[config.mk]
export PLATFORM = sky130hd
export DESIGN_NAME = noise_table_loader_flat
export DESIGN_NICKNAME = d
export VERILOG_FILES = /design/src/rtl/noise_table_loader_if.sv /design/src/rtl/noise_table_loader.sv /design/src/flat_wrapper.sv
export SDC_FILE = /design/constraint.sdc
export NUM_CORES = 1
export LEC_CHECK = 0
export BUFFER_PORTS_ARGS = -buffer_cell sky130_fd_sc_hd__buf_2
export CAP_MARGIN = 20
export CORE_MARGIN = 10
export CORE_UTILIZATION = 45
export CTS_CLUSTER_SIZE = 24
export DETAILED_ROUTE_END_ITERATION = 8
export GPL_TIMING_DRIVEN = 0
export PLACE_DENSITY_LB_ADDON = 0.08
export SETUP_SLACK_MARGIN = 0.02
export SYNTH_ARGS = -nofsm -noshare
export SYNTH_HDL_FRONTEND = slang
export SYNTH_SLANG_ARGS = --single-unit
[constraint.sdc]
create_clock -name clk -period 7.6 [get_ports clk]
set_input_delay 1.52 -clock clk [delete_from_list [all_inputs] [get_ports clk]]
set_output_delay 1.52 -clock clk [all_outputs]
set_load 0.005 [all_outputs]
[src/rtl/noise_table_loader_if.sv]
// Host word channel (valid/ready) and generator table-load channel used by noise_table_loader.
// master = host/generator side, slave = the loader.
interface noise_table_loader_if #(
    parameter int DATA_W = 64,
    parameter int LOC_W  = 8
);
    logic [DATA_W-1:0] wr_data;
    logic              wr_valid;
    logic              wr_ready;
    logic [DATA_W-1:0] mem_data;
    logic [LOC_W-1:0]  location;
    logic              load_mem;
    logic              done_wait;

    modport master (
        output wr_data,
        output wr_valid,
        output done_wait,
        input  wr_ready,
        input  mem_data,
        input  location,
        input  load_mem
    );

    modport slave (
        input  wr_data,
        input  wr_valid,
        input  done_wait,
        output wr_ready,
        output mem_data,
        output location,
        output load_mem
    );
endinterface

[src/rtl/noise_table_loader.sv]
// Writes a host word stream into the noise generator table, then waits for done_wait.
// Optional XOR checksum of written words: define NOISE_LOADER_CHECKSUM_EN.
module noise_table_loader #(
    parameter int DEPTH   = 128,
    parameter int DATA_W  = 64,
    parameter int LOC_W   = 8,
    parameter int TIMEOUT = 1024
) (
    input  logic                clk,
    input  logic                rst,
    input  logic                start,
    input  logic [LOC_W:0]      entry_count,
    input  logic                abort,
    noise_table_loader_if.slave bus,
    output logic                busy,
    output logic                cfg_done,
    output logic [1:0]          err
`ifdef NOISE_LOADER_CHECKSUM_EN
    ,
    output logic [DATA_W-1:0]   checksum
`endif
);

    localparam int              TO_W    = (TIMEOUT > 2) ? $clog2(TIMEOUT) : 1;
    localparam logic [LOC_W:0]  DEPTH_C = (LOC_W + 1)'(DEPTH);
    localparam logic [TO_W-1:0] TO_LAST = TO_W'(TIMEOUT - 1);

    typedef enum logic [1:0] {
        IDLE     = 2'd0,
        LOAD     = 2'd1,
        WAIT_RDY = 2'd2,
        DONE     = 2'd3
    } state_t;

    state_t            state_r;
    logic [LOC_W:0]    count_r;
    logic [LOC_W:0]    idx_r;
    logic [TO_W-1:0]   tcnt_r;
    logic              wr_ready_r;
    logic [DATA_W-1:0] mem_data_r;
    logic [LOC_W-1:0]  location_r;
    logic              load_mem_r;
    logic              busy_r;
    logic              cfg_done_r;
    logic [1:0]        err_r;

    logic              accept_s;
    logic              count_ok_s;
    logic              last_s;

`ifdef NOISE_LOADER_CHECKSUM_EN
    logic [DATA_W-1:0] checksum_r;

    function automatic logic [DATA_W-1:0] fold_word(input logic [DATA_W-1:0] acc,
                                                    input logic [DATA_W-1:0] word);
        return acc ^ word;
    endfunction

    assign checksum = checksum_r;
`endif

    assign accept_s   = bus.wr_valid & wr_ready_r;
    assign count_ok_s = (entry_count != {(LOC_W + 1){1'b0}}) && (entry_count <= DEPTH_C);
    assign last_s     = (idx_r == (count_r - (LOC_W + 1)'(1)));

    assign bus.wr_ready = wr_ready_r;
    assign bus.mem_data = mem_data_r;
    assign bus.location = location_r;
    assign bus.load_mem = load_mem_r;
    assign busy         = busy_r;
    assign cfg_done     = cfg_done_r;
    assign err          = err_r;

    // Session FSM with all outputs registered; abort outranks every other event in LOAD/WAIT_RDY.
    always_ff @(posedge clk or posedge rst) begin
        if (rst) begin
            state_r    <= IDLE;
            count_r    <= {(LOC_W + 1){1'b0}};
            idx_r      <= {(LOC_W + 1){1'b0}};
            tcnt_r     <= {TO_W{1'b0}};
            wr_ready_r <= 1'b0;
            mem_data_r <= {DATA_W{1'b0}};
            location_r <= {LOC_W{1'b0}};
            load_mem_r <= 1'b0;
            busy_r     <= 1'b0;
            cfg_done_r <= 1'b0;
            err_r      <= 2'b00;
`ifdef NOISE_LOADER_CHECKSUM_EN
            checksum_r <= {DATA_W{1'b0}};
`endif
        end else begin
            load_mem_r <= 1'b0;
            cfg_done_r <= 1'b0;
            case (state_r)
                IDLE: begin
                    wr_ready_r <= 1'b0;
                    if (start) begin
                        if (count_ok_s) begin
                            count_r    <= entry_count;
                            idx_r      <= {(LOC_W + 1){1'b0}};
                            err_r      <= 2'b00;
                            busy_r     <= 1'b1;
                            wr_ready_r <= 1'b1;
                            state_r    <= LOAD;
`ifdef NOISE_LOADER_CHECKSUM_EN
                            checksum_r <= {DATA_W{1'b0}};
`endif
                        end else begin
                            err_r <= 2'b01;
                        end
                    end
                end
                LOAD: begin
                    if (abort) begin
                        wr_ready_r <= 1'b0;
                        busy_r     <= 1'b0;
                        state_r    <= IDLE;
`ifdef NOISE_LOADER_CHECKSUM_EN
                        checksum_r <= {DATA_W{1'b0}};
`endif
                    end else if (accept_s) begin
                        load_mem_r <= 1'b1;
                        mem_data_r <= bus.wr_data;
                        location_r <= idx_r[LOC_W-1:0];
                        idx_r      <= idx_r + (LOC_W + 1)'(1);
`ifdef NOISE_LOADER_CHECKSUM_EN
                        checksum_r <= fold_word(checksum_r, bus.wr_data);
`endif
                        // Last word: stop accepting; its strobe lands in the first WAIT_RDY cycle.
                        if (last_s) begin
                            wr_ready_r <= 1'b0;
                            tcnt_r     <= {TO_W{1'b0}};
                            state_r    <= WAIT_RDY;
                        end
                    end
                end
                WAIT_RDY: begin
                    if (abort) begin
                        busy_r  <= 1'b0;
                        state_r <= IDLE;
`ifdef NOISE_LOADER_CHECKSUM_EN
                        checksum_r <= {DATA_W{1'b0}};
`endif
                    end else begin
                        tcnt_r <= tcnt_r + TO_W'(1);
                        // done_wait is not trusted during the final strobe cycle (tcnt_r == 0).
                        if ((tcnt_r != {TO_W{1'b0}}) && bus.done_wait) begin
                            cfg_done_r <= 1'b1;
                            busy_r     <= 1'b0;
                            state_r    <= DONE;
                        end else if (tcnt_r == TO_LAST) begin
                            err_r   <= {1'b1, err_r[0]};
                            busy_r  <= 1'b0;
                            state_r <= IDLE;
                        end
                    end
                end
                DONE: begin
                    state_r <= IDLE;
                end
                default: begin
                    wr_ready_r <= 1'b0;
                    busy_r     <= 1'b0;
                    state_r    <= IDLE;
                end
            endcase
        end
    end

endmodule

[src/flat_wrapper.sv]
// flat-port wrapper written by rule: the top's interface ports become plain ports
module noise_table_loader_flat 
#(
    parameter int DEPTH   = 128,
    parameter int DATA_W  = 64,
    parameter int LOC_W   = 8,
    parameter int TIMEOUT = 1024
)
  (clk, rst, start, entry_count, abort, busy, cfg_done, err, bus_wr_data, bus_wr_valid, bus_done_wait, bus_wr_ready, bus_mem_data, bus_location, bus_load_mem);
  noise_table_loader_if #(.DATA_W(DATA_W), .LOC_W(LOC_W)) bus_i ();
  input  logic clk;
  input  logic rst;
  input  logic start;
  input  logic [LOC_W:0] entry_count;
  input  logic abort;
  output logic busy;
  output logic cfg_done;
  output logic [1:0] err;
  input wire logic [$bits(bus_i.wr_data)-1:0] bus_wr_data;
  input wire logic [$bits(bus_i.wr_valid)-1:0] bus_wr_valid;
  input wire logic [$bits(bus_i.done_wait)-1:0] bus_done_wait;
  output wire logic [$bits(bus_i.wr_ready)-1:0] bus_wr_ready;
  output wire logic [$bits(bus_i.mem_data)-1:0] bus_mem_data;
  output wire logic [$bits(bus_i.location)-1:0] bus_location;
  output wire logic [$bits(bus_i.load_mem)-1:0] bus_load_mem;
  assign bus_i.wr_data = bus_wr_data;
  assign bus_i.wr_valid = bus_wr_valid;
  assign bus_i.done_wait = bus_done_wait;
  assign bus_wr_ready = bus_i.wr_ready;
  assign bus_mem_data = bus_i.mem_data;
  assign bus_location = bus_i.location;
  assign bus_load_mem = bus_i.load_mem;
  noise_table_loader #(.DEPTH(DEPTH), .DATA_W(DATA_W), .LOC_W(LOC_W), .TIMEOUT(TIMEOUT)) u_core (.clk(clk), .rst(rst), .start(start), .entry_count(entry_count), .abort(abort), .bus(bus_i), .busy(busy), .cfg_done(cfg_done), .err(err));
endmodule
==> key figures <==
Run status
  – Status: finished, final reports clean

Routing
  – Routed len/inst: 16.98 um
  – Antenna viol nets, final: 0
  – Initial DRC Count: 145
  – DR vias: 3599
  – Routed WL: 12020 um
  – Avg Vias per Cell: 5.083
  – DRT Pass-1 Iters: 4
  – Drt drc: 0

Timing
  – Setup tns final: 0 ns
  – Worst-margin pin slew: 0.6477 ns
  – RSZ-0062 raised after global routing: false
  – Period utilization: 0.4220
  – Max-slew headroom: 0.5682
  – Worst setup skew after layout: 0.01138 ns
  – Setup violators final: 0
  – Fin crit period: 3.207 ns
  – Worst Slack Setup Final: 4.393 ns
  – Final Hold Fails: 0
  – Fmax: 311.8 MHz
  – Final Max Slew Viols: 0

Die
  – Die height: 124.4 um
  – Initial Util: 0.4568
  – I/O pin cnt: 157
  – DIE AREA: 15490 um2
  – Num rows: 38
  – Core area: 10750 um2
  – Die X: 124.4 um

Layout
  – Share of layout cells above drive strength 1: 0.4595
  – Nets: 652
  – Fillers: 970
  – Commonest cells after routing, fill and taps aside: 157 x buf_2, 108 x dfrtp_1, 78 x mux2_2
  – # diodes: 0
  – Post-layout util: 0.5684
  – Cell area after layout: 6107 um2
  – Layout area overhead: 24.42%
  – Most common cell after layout, fill and taps aside: buf_2

Global route
  – Maximum number of pins on one net before global-route repair: 59
  – GRT Util Overall: 0.1581
  – First-pass GRT wire length: 20330 um
  – Antenna violations before repair: 1
  – Vias in the first global route: 3965
  – Gr ovfl total: 0

Place
  – Post-DP Area: 5894 um2
  – Worst slack, placed: 3.958 ns
  – Port Buffer Count: 156
  – GP Congestion: 0.8134
  – DP HPWL: 9328 um

Setup path
  – Cells along the critical path: buf_2 -> nor4_1 -> and3_1 -> o211ai_1 -> a22oi_1 -> clkbuf_1 -> nand2_1 -> o31ai_1
  – FF-to-FF path depth: 8
  – CP Class: primary input to register
  – Crit path DAT: 3.50 ns
  – Crit path max-delay family: simple AND/OR/NAND/NOR gates
  – Buf/Inv on CP: 2
  – Crit path launch type: primary input
  – Max Fanout on Critical Path: 10
  – Critical Path RT: 7.89 ns
  – R2R setup slack: 4.65 ns
  – Worst r2r dst: u_core.tcnt_r[4]$_DFFE_PP0P_
  – Worst reg2reg path startpoint: u_core.count_r[0]$_DFFE_PP0P_
  – Nature of the critical path endpoint: register
  – Critical path's slowest cell: nor4_1
  – Largest stage delay, worst path: 0.40 ns

Yosys
  – Avg Inst Size Synth: 12.40 um2
  – Yosys top cell area share: 0.5506
  – Part of the Yosys area used for sequential elements: 0.5506
  – Mux cell area share after synthesis: 0.1973
  – Area of the mapped netlist: 4908 um2
  – Warnings from Yosys: 0
  – Post-Synth Simple-Gate Area: 0.1198
  – Synth Flop Type: dfrtp_1
  – Synthesized net count: 484
  – XOR/XNOR Fraction of Synth Area: 0.02498
  – Top post-synthesis cells by area: dfrtp_1 55%, mux2_2 18%, ha_1 2.3%
  – FFs w/ async S/R, synth: 1.000
  – Post-synth EDFFs: 0
  – Post-Synth Adder-Cell Area: 0.02294
  – Synth unique cells: 54
  – Combinational family with the most area after synthesis: multiplexers
  – Compound-cell area share of the yosys netlist: 0.05965
  – Synth area leader: dfrtp_1
  – Gate Count Post-Synth: 396
  – Register bit total from synthesis: 108

Pwr
  – Cell Pwr Density: 321.5 nW/um2
  – P_leak: 0.003204 uW
  – Overall power: 1963 uW
  – VDD IR max: 235.7 uV

Clock network
  – Post-CTS resize count: 0
  – Postcts setup bufs: 0
  – Latest clock arrival within the worst-skew pair: 0.38 ns
  – Reg clk slew, reported paths: 0.11 ns
  – CTS Hold Bufs: 0
  – Clk sinks: 108
  – CTS tree: yes
  – CTS buffer count: 9
  – H-tree depth: 3
  – CTS root buffer: clkbuf_8
  – CTS max path bufs: 2

Min path
  – Hold EP: u_core.bus.location[1]$_DFFE_PP0P_
  – Hold path depth: 2
  – Min-delay src: u_core.bus.location[1]$_DFFE_PP0P_
  – Min-Delay Path Class: register to register

Job
  – Max-cap violations: 0
[cells in the mapped netlist, types with 2 or more instances]
cell,n
a22oi_1,2
o41ai_1,2
nand2b_1,7
nand2_1,27
o31ai_1,4
mux2_2,78
or2_2,2
clkbuf_1,11
mux2i_1,9
or3_1,3
nor4_1,5
or3b_1,2
ha_1,9
nor2_1,10
and3_1,5
o211ai_1,2
o21ai_0,8
nand3b_1,2
o21ai_1,3
xor2_1,6
xnor2_1,8
nor3_1,4
buf_1,2
nand4_1,5
a31oi_1,2
nor4b_1,2
inv_1,18
nand3_1,15
dfrtp_1,108
or4_1,5
a21oi_1,7
[sequential cells by signal (all words and copies together) (netlist names)]
register and cells:
u_core.tcnt_r 10, u_core.bus.load_mem 1, u_core.state_r 2, u_core.cfg_done 1
u_core.bus.location 8, u_core.err 2, u_core.bus.mem_data 64, u_core.idx_r 9
u_core.bus.wr_ready 1, u_core.count_r 9, u_core.busy 1
[worst reg2reg max path, stage by stage (launching register included)]
cell and delay (ns):
dfrtp_1 0.45, or4_1 0.51, buf_2 0.18, or4_1 0.41
and4_4 0.23, nor4_1 0.32, nand3_2 0.25, and2_0 0.23
a211o_1 0.28
[kinds of logic (layout without fill, tap and decap cells)]
family / after synthesis / after routing
DFF: 108 / 108
buffers and inverters: 32 / 204
adders and majority gates: 9 / 9
muxes: 87 / 87
xor gates and xnor gates: 14 / 14
and+or+nand+nor: 104 / 104
AOI/OAI and AO/OA: 42 / 42
[stage by stage]
stage / hold WS, ns / cells
after CTS: 0.4995 / 708
after global routing: 0.5174 / 708
final: 0.4908 / 708
after detailed placement: 0.4731 / 693
after floorplan: 0.4696 / 396
after global placement: 0.4605 / 692
[metal layers]
layer,share of wire,global-route usage,vias up,routed length [um]
li1,-,-,1743,-
met5,0,0,-,0
met2,0.48,0.2590,104,5808
met4,0.0087,0.03427,0,105
met3,0.11,0.09362,11,1285
met1,0.40,0.1727,1741,4825
[power by group]
part,internal [uW],switching [uW]
registers,776,140
clock network,187,199
logic,353,308
[worst max-delay path by stage]
stage / depth (start not counted) / to / from / slack (ns)
after floorplan: 1 / u_core.bus.load_mem$_DFF_PP0_ / rst / 3.23
after global placement: 2 / u_core.bus.mem_data[61]$_DFFE_PP0P_ / rst / 1.92
after detailed placement: 8 / u_core.idx_r[4]$_DFFE_PP0P_ / entry_count[0] / 3.96
after CTS: 8 / u_core.idx_r[4]$_DFFE_PP0P_ / entry_count[0] / 4.38
after global routing: 8 / u_core.idx_r[4]$_DFFE_PP0P_ / entry_count[0] / 4.18
final: 8 / u_core.idx_r[4]$_DFFE_PP0P_ / entry_count[0] / 4.39
[final cells by class]
cell class                      count  area, um2  share of cell area
Sequential cell                   108       2703              0.4425
Inverter                           18      70.07             0.01147
Tap cell                          140      175.2             0.02868
Clock buffer                       10      127.6             0.02090
Clock inverter                      5      85.08             0.01393
Buffer                             14      53.80            0.008810
Multi-Input combinational cell    256       2085              0.3413
Timing Repair Buffer              157      808.3              0.1323
Power figures use the tool's default switching activity.
